--- config.mk ---
export PLATFORM = sky130hd
export DESIGN_NAME = mem_access_unit
export DESIGN_NICKNAME = d
export VERILOG_FILES = /design/src/rtl/mem_access_unit.sv
export SDC_FILE = /design/constraint.sdc
export NUM_CORES = 1
export LEC_CHECK = 0
export BUFFER_PORTS_ARGS = -buffer_cell sky130_fd_sc_hd__buf_2
export CORE_MARGIN = 2
export CORE_UTILIZATION = 50
export CTS_BUF_LIST = sky130_fd_sc_hd__clkbuf_2
export CTS_CLUSTER_DIAMETER = 60
export CTS_CLUSTER_SIZE = 40
export DETAILED_ROUTE_END_ITERATION = 10
export PLACE_DENSITY = 0.83
export SLEW_MARGIN = 20
export SYNTH_ARGS = -nofsm -noshare
export SYNTH_HDL_FRONTEND = slang
export SYNTH_SLANG_ARGS = --single-unit
--- constraint.sdc ---
create_clock -name clk -period 2 [get_ports clk]
set_clock_uncertainty 0.15 [all_clocks]
set_input_delay 0.1 -clock clk [delete_from_list [all_inputs] [get_ports clk]]
set_output_delay 0.1 -clock clk [all_outputs]
set_load 0.05 [all_outputs]
--- src/rtl/mem_access_unit.sv ---
// Purpose : MEM stage of the pipeline. Turns EX load/store requests into a
//           single-beat data-memory transaction, with ALU pass-through and error
//           reporting.
// Latency : memory ops take 2+ cycles from presentation to write-back; ALU ops
//           and error pulses take 1 cycle.
// Backpressure: mem_stall holds IF/ID/EX from the accept cycle until the ack
//           cycle or the timeout cycle.
// Ports   : clk/rst (sync, active-high); ex_* request from EX; dmem_* memory
//           bus (req/we/addr/be/wdata out, ack/rdata in); mem_stall; mem_wb_*
//           write-back; mem_addr_err / mem_bus_err one-cycle error pulses.
module mem_access_unit #(
  parameter int unsigned TIMEOUT_CYCLES = 255
) (
  input  logic        clk,
  input  logic        rst,
  input  logic        ex_mem_re,
  input  logic        ex_mem_we,
  input  logic [31:0] ex_mem_mem_addr,
  input  logic [31:0] ex_mem_store_data,
  input  logic [1:0]  ex_mem_size,
  input  logic        ex_mem_load_signed,
  input  logic [31:0] ex_alu_result,
  input  logic        ex_mem_regfile_we,
  input  logic [4:0]  ex_mem_regfile_waddr,
  output logic        dmem_req,
  output logic        dmem_we,
  output logic [31:0] dmem_addr,
  output logic [3:0]  dmem_be,
  output logic [31:0] dmem_wdata,
  input  logic        dmem_ack,
  input  logic [31:0] dmem_rdata,
  output logic        mem_stall,
  output logic        mem_wb_regfile_we,
  output logic [4:0]  mem_wb_regfile_waddr,
  output logic [31:0] mem_wb_wdata,
  output logic        mem_addr_err,
  output logic        mem_bus_err
);

  typedef enum logic {IDLE = 1'b0, BUSY = 1'b1} state_t;

  // Everything captured at accept time; bus lanes are pre-computed so the
  // dmem_* outputs come straight from flops and stay stable while BUSY.
  typedef struct packed {
    logic [31:0] addr;
    logic [1:0]  size;
    logic        sgn;
    logic        is_store;
    logic [3:0]  be;
    logic [31:0] wdata;
    logic        rf_we;
    logic [4:0]  waddr;
  } req_t;

  localparam logic [7:0] CNT_LAST = 8'(TIMEOUT_CYCLES - 1);

  state_t      state_q, state_d;
  logic [7:0]  cnt_q, cnt_d;
  req_t        req_q, req_d;
  logic        wb_we_q, wb_we_d;
  logic [4:0]  wb_waddr_q, wb_waddr_d;
  logic [31:0] wb_wdata_q, wb_wdata_d;
  logic        addr_err_q, addr_err_d;
  logic        bus_err_q, bus_err_d;

  logic        aligned, access, bad_req, busy, timeout_hit;
  logic [3:0]  st_be;
  logic [31:0] st_wdata;
  logic [7:0]  ld_byte;
  logic [15:0] ld_half;
  logic [31:0] ld_val;

  always_comb begin
    case (ex_mem_size)
      2'b00:   aligned = 1'b1;
      2'b01:   aligned = ~ex_mem_mem_addr[0];
      2'b10:   aligned = (ex_mem_mem_addr[1:0] == 2'b00);
      default: aligned = 1'b0;   // illegal size never counts as an access
    endcase
  end

  assign access      = (ex_mem_re ^ ex_mem_we) & aligned;
  assign bad_req     = (ex_mem_re | ex_mem_we) & ~access;
  assign busy        = (state_q == BUSY);
  // Last BUSY cycle allowed without ack; an ack in that same cycle still wins.
  assign timeout_hit = busy & ~dmem_ack & (cnt_q == CNT_LAST);

  // Store lane steering: replicate data across lanes, enable only the target.
  always_comb begin
    st_be    = 4'b1111;
    st_wdata = '0;
    if (ex_mem_we) begin
      st_wdata = ex_mem_store_data;
      case (ex_mem_size)
        2'b00: begin
          st_be    = 4'b0001 << ex_mem_mem_addr[1:0];
          st_wdata = {4{ex_mem_store_data[7:0]}};
        end
        2'b01: begin
          st_be    = ex_mem_mem_addr[1] ? 4'b1100 : 4'b0011;
          st_wdata = {2{ex_mem_store_data[15:0]}};
        end
        default: ;
      endcase
    end
  end

  // Little-endian load extraction from the registered address.
  always_comb begin
    case (req_q.addr[1:0])
      2'b00:   ld_byte = dmem_rdata[7:0];
      2'b01:   ld_byte = dmem_rdata[15:8];
      2'b10:   ld_byte = dmem_rdata[23:16];
      default: ld_byte = dmem_rdata[31:24];
    endcase
    ld_half = req_q.addr[1] ? dmem_rdata[31:16] : dmem_rdata[15:0];
    case (req_q.size)
      2'b00:   ld_val = {{24{req_q.sgn & ld_byte[7]}}, ld_byte};
      2'b01:   ld_val = {{16{req_q.sgn & ld_half[15]}}, ld_half};
      default: ld_val = dmem_rdata;
    endcase
  end

  always_comb begin
    state_d    = state_q;
    cnt_d      = cnt_q;
    req_d      = req_q;
    wb_we_d    = 1'b0;
    wb_waddr_d = '0;
    wb_wdata_d = '0;
    addr_err_d = 1'b0;
    bus_err_d  = 1'b0;
    case (state_q)
      IDLE: begin
        if (access) begin
          state_d        = BUSY;
          cnt_d          = '0;
          req_d.addr     = ex_mem_mem_addr;
          req_d.size     = ex_mem_size;
          req_d.sgn      = ex_mem_load_signed;
          req_d.is_store = ex_mem_we;
          req_d.be       = st_be;
          req_d.wdata    = st_wdata;
          req_d.rf_we    = ex_mem_regfile_we;
          req_d.waddr    = ex_mem_regfile_waddr;
        end else if (bad_req) begin
          addr_err_d = 1'b1;
        end else begin
          wb_we_d    = ex_mem_regfile_we;
          wb_waddr_d = ex_mem_regfile_waddr;
          wb_wdata_d = ex_alu_result;
        end
      end
      BUSY: begin
        if (dmem_ack) begin
          state_d = IDLE;
          if (!req_q.is_store) begin
            wb_we_d    = req_q.rf_we;
            wb_waddr_d = req_q.waddr;
            wb_wdata_d = ld_val;
          end
        end else if (timeout_hit) begin
          state_d   = IDLE;
          bus_err_d = 1'b1;
        end else begin
          cnt_d = cnt_q + 8'd1;
        end
      end
      default: state_d = IDLE;
    endcase
  end

  always_ff @(posedge clk) begin
    if (rst) begin
      state_q    <= IDLE;
      cnt_q      <= '0;
      req_q      <= '0;
      wb_we_q    <= 1'b0;
      wb_waddr_q <= '0;
      wb_wdata_q <= '0;
      addr_err_q <= 1'b0;
      bus_err_q  <= 1'b0;
    end else begin
      state_q    <= state_d;
      cnt_q      <= cnt_d;
      req_q      <= req_d;
      wb_we_q    <= wb_we_d;
      wb_waddr_q <= wb_waddr_d;
      wb_wdata_q <= wb_wdata_d;
      addr_err_q <= addr_err_d;
      bus_err_q  <= bus_err_d;
    end
  end

  assign dmem_req             = busy & ~rst;
  assign dmem_we              = busy & ~rst & req_q.is_store;
  assign dmem_addr            = {req_q.addr[31:2], 2'b00};
  assign dmem_be              = req_q.be;
  assign dmem_wdata           = req_q.wdata;
  assign mem_stall            = ~rst & ((~busy & access) | (busy & ~dmem_ack & ~timeout_hit));
  assign mem_wb_regfile_we    = wb_we_q;
  assign mem_wb_regfile_waddr = wb_waddr_q;
  assign mem_wb_wdata         = wb_wdata_q;
  assign mem_addr_err         = addr_err_q;
  assign mem_bus_err          = bus_err_q;

endmodule

==> summary.txt, run 1 <==
run status: stopped before the end
Fail Step: clock tree synthesis
error message: [ERROR RSZ-0060] Max buffer count reached.
CTS buffer count: 17
post-synthesis adder-cell area fraction: 0.00635
sequential-to-total area share from yosys stat: 0.430
largest cells by area after synthesis: dfxtp_1 (43%), buf_4 (9.0%), a21oi_1 (7.1%), nand2_1 (6.3%), o2bb2ai_1 (5.3%)
top cell type's share of synthesized area: 0.430
Area after DPL: 6880 µm²
Top FF cell, synth: dfxtp_1
Post-DP HPWL: 11.7 mm
mux contribution to synthesized area: 0.0810
Synthesis Warnings: 0
Post-CTS Setup Inserts: 3
port bufs: 250
clk sinks: 127
Post-CTS Hold Buffers: 201
number of synthesized flops with an enable pin: 0
Die X: 113 µm
GPL Wtd Cong: 0.891
Yosys cell types: 48
clk buf depth: 2
CTS resizes: 13
IO Count: 253
H-tree levels: 4
Synth Instances: 660
cell with the most instances after synthesis: dfxtp_1
compound-cell area share of the yosys netlist: 0.220
FF+latch count, synth: 127
ys async rst share: 0
clock tree root driver cell: clkbuf_2
simple-gate share of the synthesized area: 0.134
Post-Synthesis Cell Area: 5910 µm²
top post-synthesis cells by count: dfxtp_1 (127), nand2_1 (99), a21oi_1 (84)
main combinational cell family by area after synthesis: compound AO/OA/AOI/OAI gates
number of cell rows: 39
Initial Util: 0.516
post-synth top area cell: dfxtp_1
XOR/XNOR Fraction of Synth Area: 0
die height: 113 µm
Syn Area/Cell: 8.96 µm²
## stage by stage
stage	cells	setup WS, ns	hold slack [ns]	setup TNS [ns]
3_3_place_gp	966	0.0922	0.156	0
3_5_place_dp	966	-0.0171	0.155	-0.0181
2_1_floorplan	661	0.0654	0.0258	0
## logic make-up after synthesis
| logic type | after synthesis |
|---|---|
| flops | 127 |
| buf+inv | 123 |
| simple gates | 167 |
| other cells | 1 |
| fa+ha+maj | 3 |
| compound gates | 193 |
| mux | 46 |
==> inputs of run 2 (changes only) <==
--- a/config.mk
+++ b/config.mk
@@ -7,12 +7,9 @@
 export LEC_CHECK = 0
 export BUFFER_PORTS_ARGS = -buffer_cell sky130_fd_sc_hd__buf_2
 export CORE_MARGIN = 2
-export CORE_UTILIZATION = 50
-export CTS_BUF_LIST = sky130_fd_sc_hd__clkbuf_2
-export CTS_CLUSTER_DIAMETER = 60
-export CTS_CLUSTER_SIZE = 40
+export CORE_UTILIZATION = 40
 export DETAILED_ROUTE_END_ITERATION = 10
-export PLACE_DENSITY = 0.83
+export PLACE_DENSITY_LB_ADDON = 0.15
 export SLEW_MARGIN = 20
 export SYNTH_ARGS = -nofsm -noshare
 export SYNTH_HDL_FRONTEND = slang
==> run 2 against run 1 <==
Compared with the run above:
- the run now ends clean
- synthesized area did not move
- synthesized cell count did not move
==> summary.txt, run 2 <==
run status: finished, final reports clean
crit path DAT: 1.66 ns
sequential-to-total area share from yosys stat: 0.430 (unchanged)
Final Hold Viols: 0
IO Count: 253 (unchanged)
wire per inst: 15.6 µm
Residual DRC: 0
largest cells by area after synthesis: dfxtp_1 (43%), buf_4 (9.0%), a21oi_1 (7.1%), nand2_1 (6.3%), o2bb2ai_1 (5.3%)
clk slew on worst S/H paths: 0.05 ns
Slew Viols, Final: 0
final wirelength: 18.3 mm
worst slack at placement: -0.0316 ns (-0.0145 ns)
clk sinks: 127 (unchanged)
area grow syn2layout: 50.8%
Final Cycle Share: 0.954
first-pass GRT wire length: 29.3 mm
Congestion Overflow GR: 0
number of cell rows: 44 (+13%)
via count: 5960
antenna violations before repair: 0
Hold WC Path Type: input port to flop
Max Cap Viol: 0
crit path max fanout: 43
RSZ-0062 raised after global routing: no
port bufs: 250 (unchanged)
post-synth top area cell: dfxtp_1
crit path buf inv count: 4
Synth Instances: 660 (unchanged)
commonest non-fill, non-tap cell in the layout: buf_2
Crit-path slowest cell: dlygate4sd3_1
CTS tree: done
antenna fix cells: 0
number of synthesized flops with an enable pin: 0 (unchanged)
most frequent cells in the layout: buf_2 (249), dlygate4sd3_1 (144), dfxtp_1 (125)
CP most frequent cell: a21oi_2
reg2reg path depth: 6
crit path capture type: primary output
GPL Wtd Cong: 0.892 (+0.10%)
Post-DP HPWL: 12.2 mm (+4.6%)
kind of cell adding the most delay to the critical path: buffers and inverters
Post-Synthesis Cell Area: 5910 µm² (unchanged)
Required @ worst endpoint: 1.75 ns
Worst-Margin Slew: 0.752 ns
Initial Util: 0.408 (-0.107)
Yosys cell types: 48 (unchanged)
final total power: 6.95 mW
Setup-failing EPs final: 0
clk_lat worst skew: 0.40 ns
ys async rst share: 0 (unchanged)
fin nets: 1126
clk buf depth: 2 (unchanged)
Synthesis Warnings: 0 (unchanged)
filler cell count: 1247
drt first-iter violations: 381
Top FF cell, synth: dfxtp_1
clock tree root driver cell: clkbuf_16
routed vias/inst: 5.06
drt pass-1 iters: 6
instance count on the critical path: 7
die area: 15800 µm²
Achievable Freq: 524 MHz
CP peak stage delay: 0.54 ns
vias in the first global route: 6074
min Tclk post-route: 1.91 ns
Antenna Violating Nets Remaining: 0
Syn Area/Cell: 8.96 µm² (unchanged)
GRT Overall Usage: 0.228
top post-synthesis cells by count: dfxtp_1 (127), nand2_1 (99), a21oi_1 (84)
cell with the most instances after synthesis: dfxtp_1
top cell type's share of synthesized area: 0.430 (unchanged)
Die X: 126 µm (+11%)
min setup slack post-route: 0.0928 ns
Slew HR: 0.498
CTS buffer count: 17 (unchanged)
CP startpoint kind: input port
critical path class: input port to primary output
die height: 126 µm (+11%)
Pwr per Cell Area: 779 nW/µm²
Placeable Area: 14500 µm²
layout cells sized above 1: 0.334
worst path cell trace: dlygate4sd3_1, buf_2, a21oi_2, o21ai_4, buf_12, a21oi_2, buf_6
Worst Hold Depth: 3
FF+latch count, synth: 127 (unchanged)
pin count of the biggest net entering global routing: 44
leakage: 3.95 nW
Max VDD drop: 624 µV
H-tree levels: 4 (unchanged)
run 2: cell counts after synthesis:
Identical to the previous run, type by type.
run 2: cell families after synthesis:
logic type	synth area share
adder cells (fa/ha/maj)	0.00635
AND/OR/NAND/NOR	0.134
buffers and inverters	0.128
other	0.000634
multiplexers	0.0810
flip-flops	0.430
AO/OA/AOI/OAI	0.220
run 2: layout make-up:
cell class	count	area [µm²]	area share
Timing Repair Buffer	416	2930	0.328
Multi-Input combinational cell	411	2650	0.298
Sequential cell	127	2540	0.285
Clock buffer	24	472	0.0529
Tap cell	184	230	0.0258
Clock inverter	7	62.6	0.00701
Inverter	8	30.0	0.00337
run 2: power breakdown:
part           switching (mW)  internal [mW]  leakage (nW)  total, mW
Clock                    1.03           1.75         0.264       2.78
Combinational           0.864          0.593          2.65       1.46
Sequential             0.0582           2.65          1.03       2.71
Total                    1.95           4.99          3.95       6.95
run 2: metrics by stage:
stage / util / TNS [ns] / hold slack [ns] / instance area, µm² / instances
3_3_place_gp: 0.477 / 0 / 0.155 / 6910 / 1001
3_5_place_dp: 0.477 / -0.0577 / 0.157 / 6910 / 1001
2_1_floorplan: - / 0 / 0.0258 / 5920 / 661
5_1_grt: 0.616 / 0 / 0.0344 / 8920 / 1177
6_report: 0.616 / 0 / 0.0404 / 8920 / 1177
4_1_cts: 0.615 / 0 / 0.0227 / 8900 / 1176
run 2: path summary, 6_finish.rpt:
path	slack (ns)	endpoint	startpoint
max reg2reg	0.14	mem_wb_wdata[12]$_SDFF_PP0_	req_q[47]$_SDFFE_PP0N_
max	0.09	mem_stall	ex_mem_size[1]
min reg2reg	0.30	dmem_addr[20]$_SDFFE_PP0N_	dmem_addr[20]$_SDFFE_PP0N_
min	0.04	mem_bus_err$_SDFF_PP0_	rst
run 2: repair_timing:
action | 4_1_cts | 5_1_grt
setup endpoints to repair | 1 | 1
resized for setup | 5 | 3
hold buffers | 144 | 0
buffers inserted | 0 | 1
hold endpoints to repair | 117 | 0
gates cloned | 0 | 0
pin swaps | 0 | 1
run 2: tightest hold or removal path, cell delays in order:
cell and delay (ns):
buf_2 0.22, nor2b_2 0.09, nor3b_1 0.13
run 2: routing by layer:
metal	track usage	wire length [µm]
met5	0	0
met4	0.101	544
met3	0.0535	1300
met2	0.396	8890
met1	0.269	7600
(Power assumes the default switching activity.)
==> inputs of run 3 (changes only) <==
==> constraint.sdc (replaced) <==
create_clock -name clk -period 2 [get_ports clk]
set_clock_uncertainty 0.15 [all_clocks]
set_input_delay 0.1 -clock clk [delete_from_list [all_inputs] [get_ports clk]]
set_output_delay 0.1 -clock clk [all_outputs]
set_load 0.01 [all_outputs]
==> run 3 against run 2 <==
Compared with the run above:
- register-to-register slack barely moved
- hold slack better by 0.014 ns
- setup slack worse by 0.0026 ns
- fmax is 0.13% lower
- critical path depth unchanged
- sequential power about the same
- final area fell by 0.31%
- clock power is 3% higher
==> summary.txt, run 3 (synthesis results as in run 2) <==
pin count of the biggest net entering global routing: 51 (+16%)
routed vias/inst: 5.02 (-0.84%)
drt first-iter violations: 386 (+1.3%)
die area: 15800 µm² (unchanged)
vias in the first global route: 5917 (-2.6%)
Congestion Overflow GR: 0 (unchanged)
RSZ-0062 raised after global routing: no
fin nets: 1123 (-0.27%)
kind of cell adding the most delay to the critical path: buffers and inverters
drt pass-1 iters: 5 (-1)
Crit-path slowest cell: dlygate4sd3_1
crit path buf inv count: 4 (unchanged)
antenna fix cells: 0 (unchanged)
IO Count: 253 (unchanged)
reg2reg path depth: 6 (unchanged)
CP startpoint kind: input port
GPL Wtd Cong: 0.896 (+0.47%)
antenna violations before repair: 0 (unchanged)
Final Cycle Share: 0.955 (+0.00129)
setup TNS: 0 ns (unchanged)
commonest non-fill, non-tap cell in the layout: buf_2
Placeable Area: 14500 µm² (unchanged)
clock tree root driver cell: clkbuf_16
CTS buffer count: 17 (unchanged)
instance count on the critical path: 7 (unchanged)
Die X: 126 µm (unchanged)
min Tclk post-route: 1.91 ns (+0.00257 ns)
fin cells: 1174 (-0.25%)
dpl cells: 1002 (+0.10%)
Initial Util: 0.408 (unchanged)
Residual DRC: 0 (unchanged)
Post-CTS Setup Inserts: 0 (unchanged)
first-pass GRT wire length: 29.4 mm (+0.33%)
critical path class: input port to primary output
most frequent cells in the layout: buf_2 (250), dlygate4sd3_1 (141), dfxtp_1 (126)
Achievable Freq: 524 MHz (-0.13%)
Pwr per Cell Area: 756 nW/µm² (-2.9%)
Antenna Violating Nets Remaining: 0 (unchanged)
Max VDD drop: 567 µV (-9.2%)
via count: 5895 (-1.1%)
H-tree levels: 4 (unchanged)
Slew Viols, Final: 0 (unchanged)
Final Hold Viols: 0 (unchanged)
final total power: 6.72 mW (-3.2%)
Max Cap Viol: 0 (unchanged)
clk_lat worst skew: 0.40 ns (about the same)
final core utilization: 0.614 (-0.00190)
Worst-Margin Slew: 0.648 ns (-0.104 ns)
GRT Overall Usage: 0.229 (+0.000972)
wire per inst: 15.7 µm (+0.56%)
layout cells sized above 1: 0.332 (-0.00202)
run status: finished, final reports clean
CP most frequent cell: buf_2
final wirelength: 18.4 mm (+0.31%)
die height: 126 µm (unchanged)
clk sinks: 127 (unchanged)
number of cell rows: 44 (unchanged)
finished layout cell area: 8890 µm² (-0.31%)
Post-DP HPWL: 12.1 mm (-1.0%)
Setup-failing EPs final: 0 (unchanged)
Hold WC Path Type: input port to flop
leakage: 3.95 nW (about the same)
Slew HR: 0.567 (+0.0682)
port bufs: 250 (unchanged)
Area after DPL: 6910 µm² (about the same)
CP peak stage delay: 0.54 ns (about the same)
crit path capture type: primary output
clk buf depth: 2 (unchanged)
crit path max fanout: 43 (unchanged)
area grow syn2layout: 50.3%
crit path DAT: 1.66 ns (about the same)
worst path cell trace: dlygate4sd3_1, buf_2, a21oi_2, o21ai_4, buf_12, a21oi_1, buf_2
Required @ worst endpoint: 1.75 ns (about the same)
clk slew on worst S/H paths: 0.05 ns (about the same)
CTS tree: done
Worst Hold Depth: 3 (unchanged)
run 3: cell count changes in the layout (fill, tap and decap cells not counted), sizes merged:
| cell | delta |
|---|---|
| dlygate4sd3 | -3 |
| clkbuf | +1 |
| clkinv | -1 |
run 3: worst paths after layout:
path | startpoint | slack [ns] | to
setup / recovery | ex_mem_size[1] | 0.09 | mem_stall
hold / removal | rst | 0.05 | dmem_addr[10]$_SDFFE_PP0N_
setup reg to reg | req_q[47]$_SDFFE_PP0N_ | 0.14 | mem_wb_wdata[8]$_SDFF_PP0_
hold reg to reg | dmem_addr[8]$_SDFFE_PP0N_ | 0.30 | dmem_addr[8]$_SDFFE_PP0N_
run 3: cell type report:
cell class | count | area (µm²)
Tap cell | 184 | 230
Fill cell | 1227 | 5590
Timing Repair Buffer | 413 | 2890
Inverter | 8 | 30.0
Multi-Input combinational cell | 411 | 2650
Clock inverter | 6 | 57.6
Sequential cell | 127 | 2540
Clock buffer | 25 | 495
run 3: through the flow:
stage          setup WS, ns  hold slack [ns]
6_report             0.0903           0.0548
5_1_grt              0.0102           0.0534
4_1_cts              0.0202           0.0356
3_5_place_dp        -0.0568            0.155
3_3_place_gp          0.126            0.155
2_1_floorplan         0.294           0.0258
run 3: worst min-delay path, delay by kind of cell:
kind            cells  cell delay [ns]
compound gates      1             0.12
buf+inv             2             0.35
run 3: where the power goes:
group          switching [mW]  total (mW)  internal, mW
sequential             0.0562        2.70          2.65
combinational           0.562        1.14         0.583
clock                    1.05        2.87          1.82
total                    1.67        6.72          5.05
run 3: metal layers:
| metal | wire [µm] | track usage | vias to the layer above | share of wire |
|---|---|---|---|---|
| li1 | - | - | 2893 | - |
| met1 | 7810 | 0.270 | 2735 | 0.42 |
| met2 | 8960 | 0.400 | 232 | 0.49 |
| met3 | 1150 | 0.0531 | 35 | 0.063 |
| met4 | 472 | 0.0974 | 0 | 0.026 |
| met5 | 0 | 0 | - | 0 |
run 3: what timing repair did:
action	CTS	global route
hold buffers	141	0
endpoints found under the setup margin	1	1
resized for setup	3	2
hold endpoints to repair	117	0
==> inputs of run 4 (changes only) <==
--- a/config.mk
+++ b/config.mk
@@ -6,10 +6,11 @@
 export NUM_CORES = 1
 export LEC_CHECK = 0
 export BUFFER_PORTS_ARGS = -buffer_cell sky130_fd_sc_hd__buf_2
+export CORE_ASPECT_RATIO = 0.6
 export CORE_MARGIN = 2
 export CORE_UTILIZATION = 40
 export DETAILED_ROUTE_END_ITERATION = 10
-export PLACE_DENSITY_LB_ADDON = 0.15
+export PLACE_DENSITY_LB_ADDON = 0.1
 export SLEW_MARGIN = 20
 export SYNTH_ARGS = -nofsm -noshare
 export SYNTH_HDL_FRONTEND = slang
==> run 4 against run 3 <==
Compared with the run above:
- sequential power hardly changed
- final area is 2.2% higher
- critical path depth is 3 lower
- count of clock-buffer cells in the layout is 5 lower
- hold slack better by 0.057 ns
- global-route usage is 1.6 points higher
- first-iteration DRC count is 6.5% higher
- register-to-register slack hardly changed
- largest cell class unchanged
- highest routed layer unchanged
==> summary.txt, run 4 (synthesis results as in run 2) <==
filler cell count: 1212 (-1.2%)
critical path class: flop to primary output
drt first-iter violations: 411 (+6.5%)
final core utilization: 0.628 (+0.0140)
run status: finished, final reports clean
clock tree root driver cell: clkbuf_16
Hold WC Path Type: input port to flop
most frequent cells in the layout: buf_2 (250), dlygate4sd3_1 (146), dfxtp_1 (125)
clk sinks: 127 (unchanged)
Required @ worst endpoint: 1.75 ns (about the same)
Worst-Margin Slew: 0.730 ns (+0.0824 ns)
via count: 5942 (+0.80%)
pin count of the biggest net entering global routing: 33 (-35%)
antenna fix cells: 0 (unchanged)
Antenna Violating Nets Remaining: 0 (unchanged)
die area: 15800 µm² (+0.21%)
worst reg2reg setup slack: 0.15 ns (about the same)
die height: 98.2 µm (-22%)
clk slew on worst S/H paths: 0.06 ns (about the same)
FF-to-FF Start: req_q[47]$_SDFFE_PP0N_
Residual DRC: 0 (unchanged)
vias in the first global route: 6005 (+1.5%)
WHS Endpoint: dmem_be[2]$_SDFFE_PP0N_
worst path cell trace: and4_2, a41o_4, a21oi_2, buf_2
CTS tree: done
CP peak stage delay: 0.39 ns (-0.15 ns)
IO Count: 253 (unchanged)
crit path max fanout: 12 (-72%)
area grow syn2layout: 53.6%
Slew Viols, Final: 0 (unchanged)
Achievable Freq: 527 MHz (+0.65%)
Congestion Overflow GR: 0 (unchanged)
CTS buffer count: 17 (unchanged)
Setup-failing EPs final: 0 (unchanged)
commonest non-fill, non-tap cell in the layout: buf_2
register area: 2540 µm² (about the same)
reg2reg path depth: 6 (unchanged)
Max VDD drop: 471 µV (-17%)
final wirelength: 19.6 mm (+6.4%)
Die X: 161 µm (+28%)
H-tree levels: 4 (unchanged)
Reg-to-Reg End: mem_wb_wdata[13]$_SDFF_PP0_
fin cells: 1200 (+2.2%)
clk buf depth: 2 (unchanged)
first-pass GRT wire length: 30.8 mm (+5.0%)
final total power: 7.21 mW (+7.3%)
Placeable Area: 14500 µm² (-0.10%)
dpl cells: 1022 (+2.0%)
clk_lat worst skew: 0.41 ns (about the same)
GRT Overall Usage: 0.245 (+0.0160)
port bufs: 250 (unchanged)
Final Cycle Share: 0.949 (-0.00619)
RSZ-0062 raised after global routing: no
min Tclk post-route: 1.90 ns (-0.0124 ns)
crit path capture type: primary output
Final Hold Viols: 0 (unchanged)
fin nets: 1134 (+0.98%)
crit path DAT: 1.65 ns (about the same)
number of cell rows: 34 (-23%)
CP startpoint kind: flop
routed vias/inst: 4.95 (-1.4%)
Worst Hold Depth: 5 (+2)
wire per inst: 16.3 µm (+4.1%)
area of the multi-input gates: 2670 µm² (+0.80%)
Slew HR: 0.513 (-0.0540)
antenna violations before repair: 0 (unchanged)
Max Cap Viol: 0 (unchanged)
GPL Wtd Cong: 0.928 (+3.5%)
Crit-path slowest cell: dfxtp_1
Pwr per Cell Area: 794 nW/µm² (+5.0%)
Post-DP HPWL: 13.2 mm (+9.2%)
leakage: 4.02 nW (+1.7%)
Initial Util: 0.409 (+0.000424)
layout cells sized above 1: 0.341 (+0.00899)
min-delay src: ex_mem_we
drt pass-1 iters: 5 (unchanged)
## run 4: changes by cell type in the layout (fill, tap and decap cells not counted), sizes merged
cell and delta:
buf +6, clkbuf -5, dlygate4sd3 +5, bufinv +3, clkinvlp +3
## run 4: worst max-delay path by stage
stage / startpoint / end / slack [ns] / depth (start not counted)
after floorplan: ex_mem_we / mem_wb_regfile_waddr[1]$_SDFF_PP0_ / 0.29 / 7
after global placement: ex_mem_we / dmem_wdata[0]$_SDFFE_PP0N_ / 0.07 / 8
after detailed placement: ex_mem_we / dmem_wdata[16]$_SDFFE_PP0N_ / -0.09 / 8
after CTS: cnt_q[3]$_SDFFE_PP0P_ / mem_stall / 0.02 / 4
after global routing: req_q[47]$_SDFFE_PP0N_ / mem_wb_wdata[13]$_SDFF_PP0_ / 0.02 / 6
final: cnt_q[4]$_SDFFE_PP0P_ / mem_stall / 0.10 / 4
## run 4: routing by layer
layer / wire [µm] / GRT usage / share of wire
met5: 0 / 0 / 0
met4: 272 / 0.0714 / 0.014
met3: 1240 / 0.0731 / 0.063
met2: 9000 / 0.403 / 0.46
met1: 9060 / 0.314 / 0.46
## run 4: area by class of cell
class / instances / share of cell area
clock buffers: 20 / 0.0503
multi-input cells: 411 / 0.293
well taps: 198 / 0.0273
inverters: 8 / 0.00330
repair buffers: 424 / 0.325
clock inverters: 12 / 0.0204
flip-flops and latches: 127 / 0.280
## run 4: report_power, final
group	leakage, nW	switching (mW)	internal [mW]	total [mW]
sequential	1.03	0.0581	2.64	2.70
combinational	2.68	0.579	0.594	1.17
clock	0.299	1.18	2.16	3.34
## run 4: critical path: cells and delay by family (launching register included)
family          cells  cell delay, ns
buf+inv             1            0.18
flops               1            0.39
simple gates        1            0.30
compound gates      2            0.38
## run 4: per-stage QoR
stage / setup TNS, ns / area, µm² / worst slack [ns] / hold slack, ns
CTS: 0 / 9040 / 0.0226 / 0.0526
global route: 0 / 9090 / 0.0190 / 0.129
detailed placement: -0.805 / 6930 / -0.0881 / 0.155
global placement: 0 / 6930 / 0.0700 / 0.153
finish: 0 / 9090 / 0.103 / 0.112
floorplan: 0 / 5920 / 0.294 / 0.0258
## run 4: repair_timing
item,4_1_cts,5_1_grt
resized for setup,2,10
setup endpoints to repair,1,19
hold buffers,145,1
buffers inserted,0,0
hold endpoints to repair,117,15
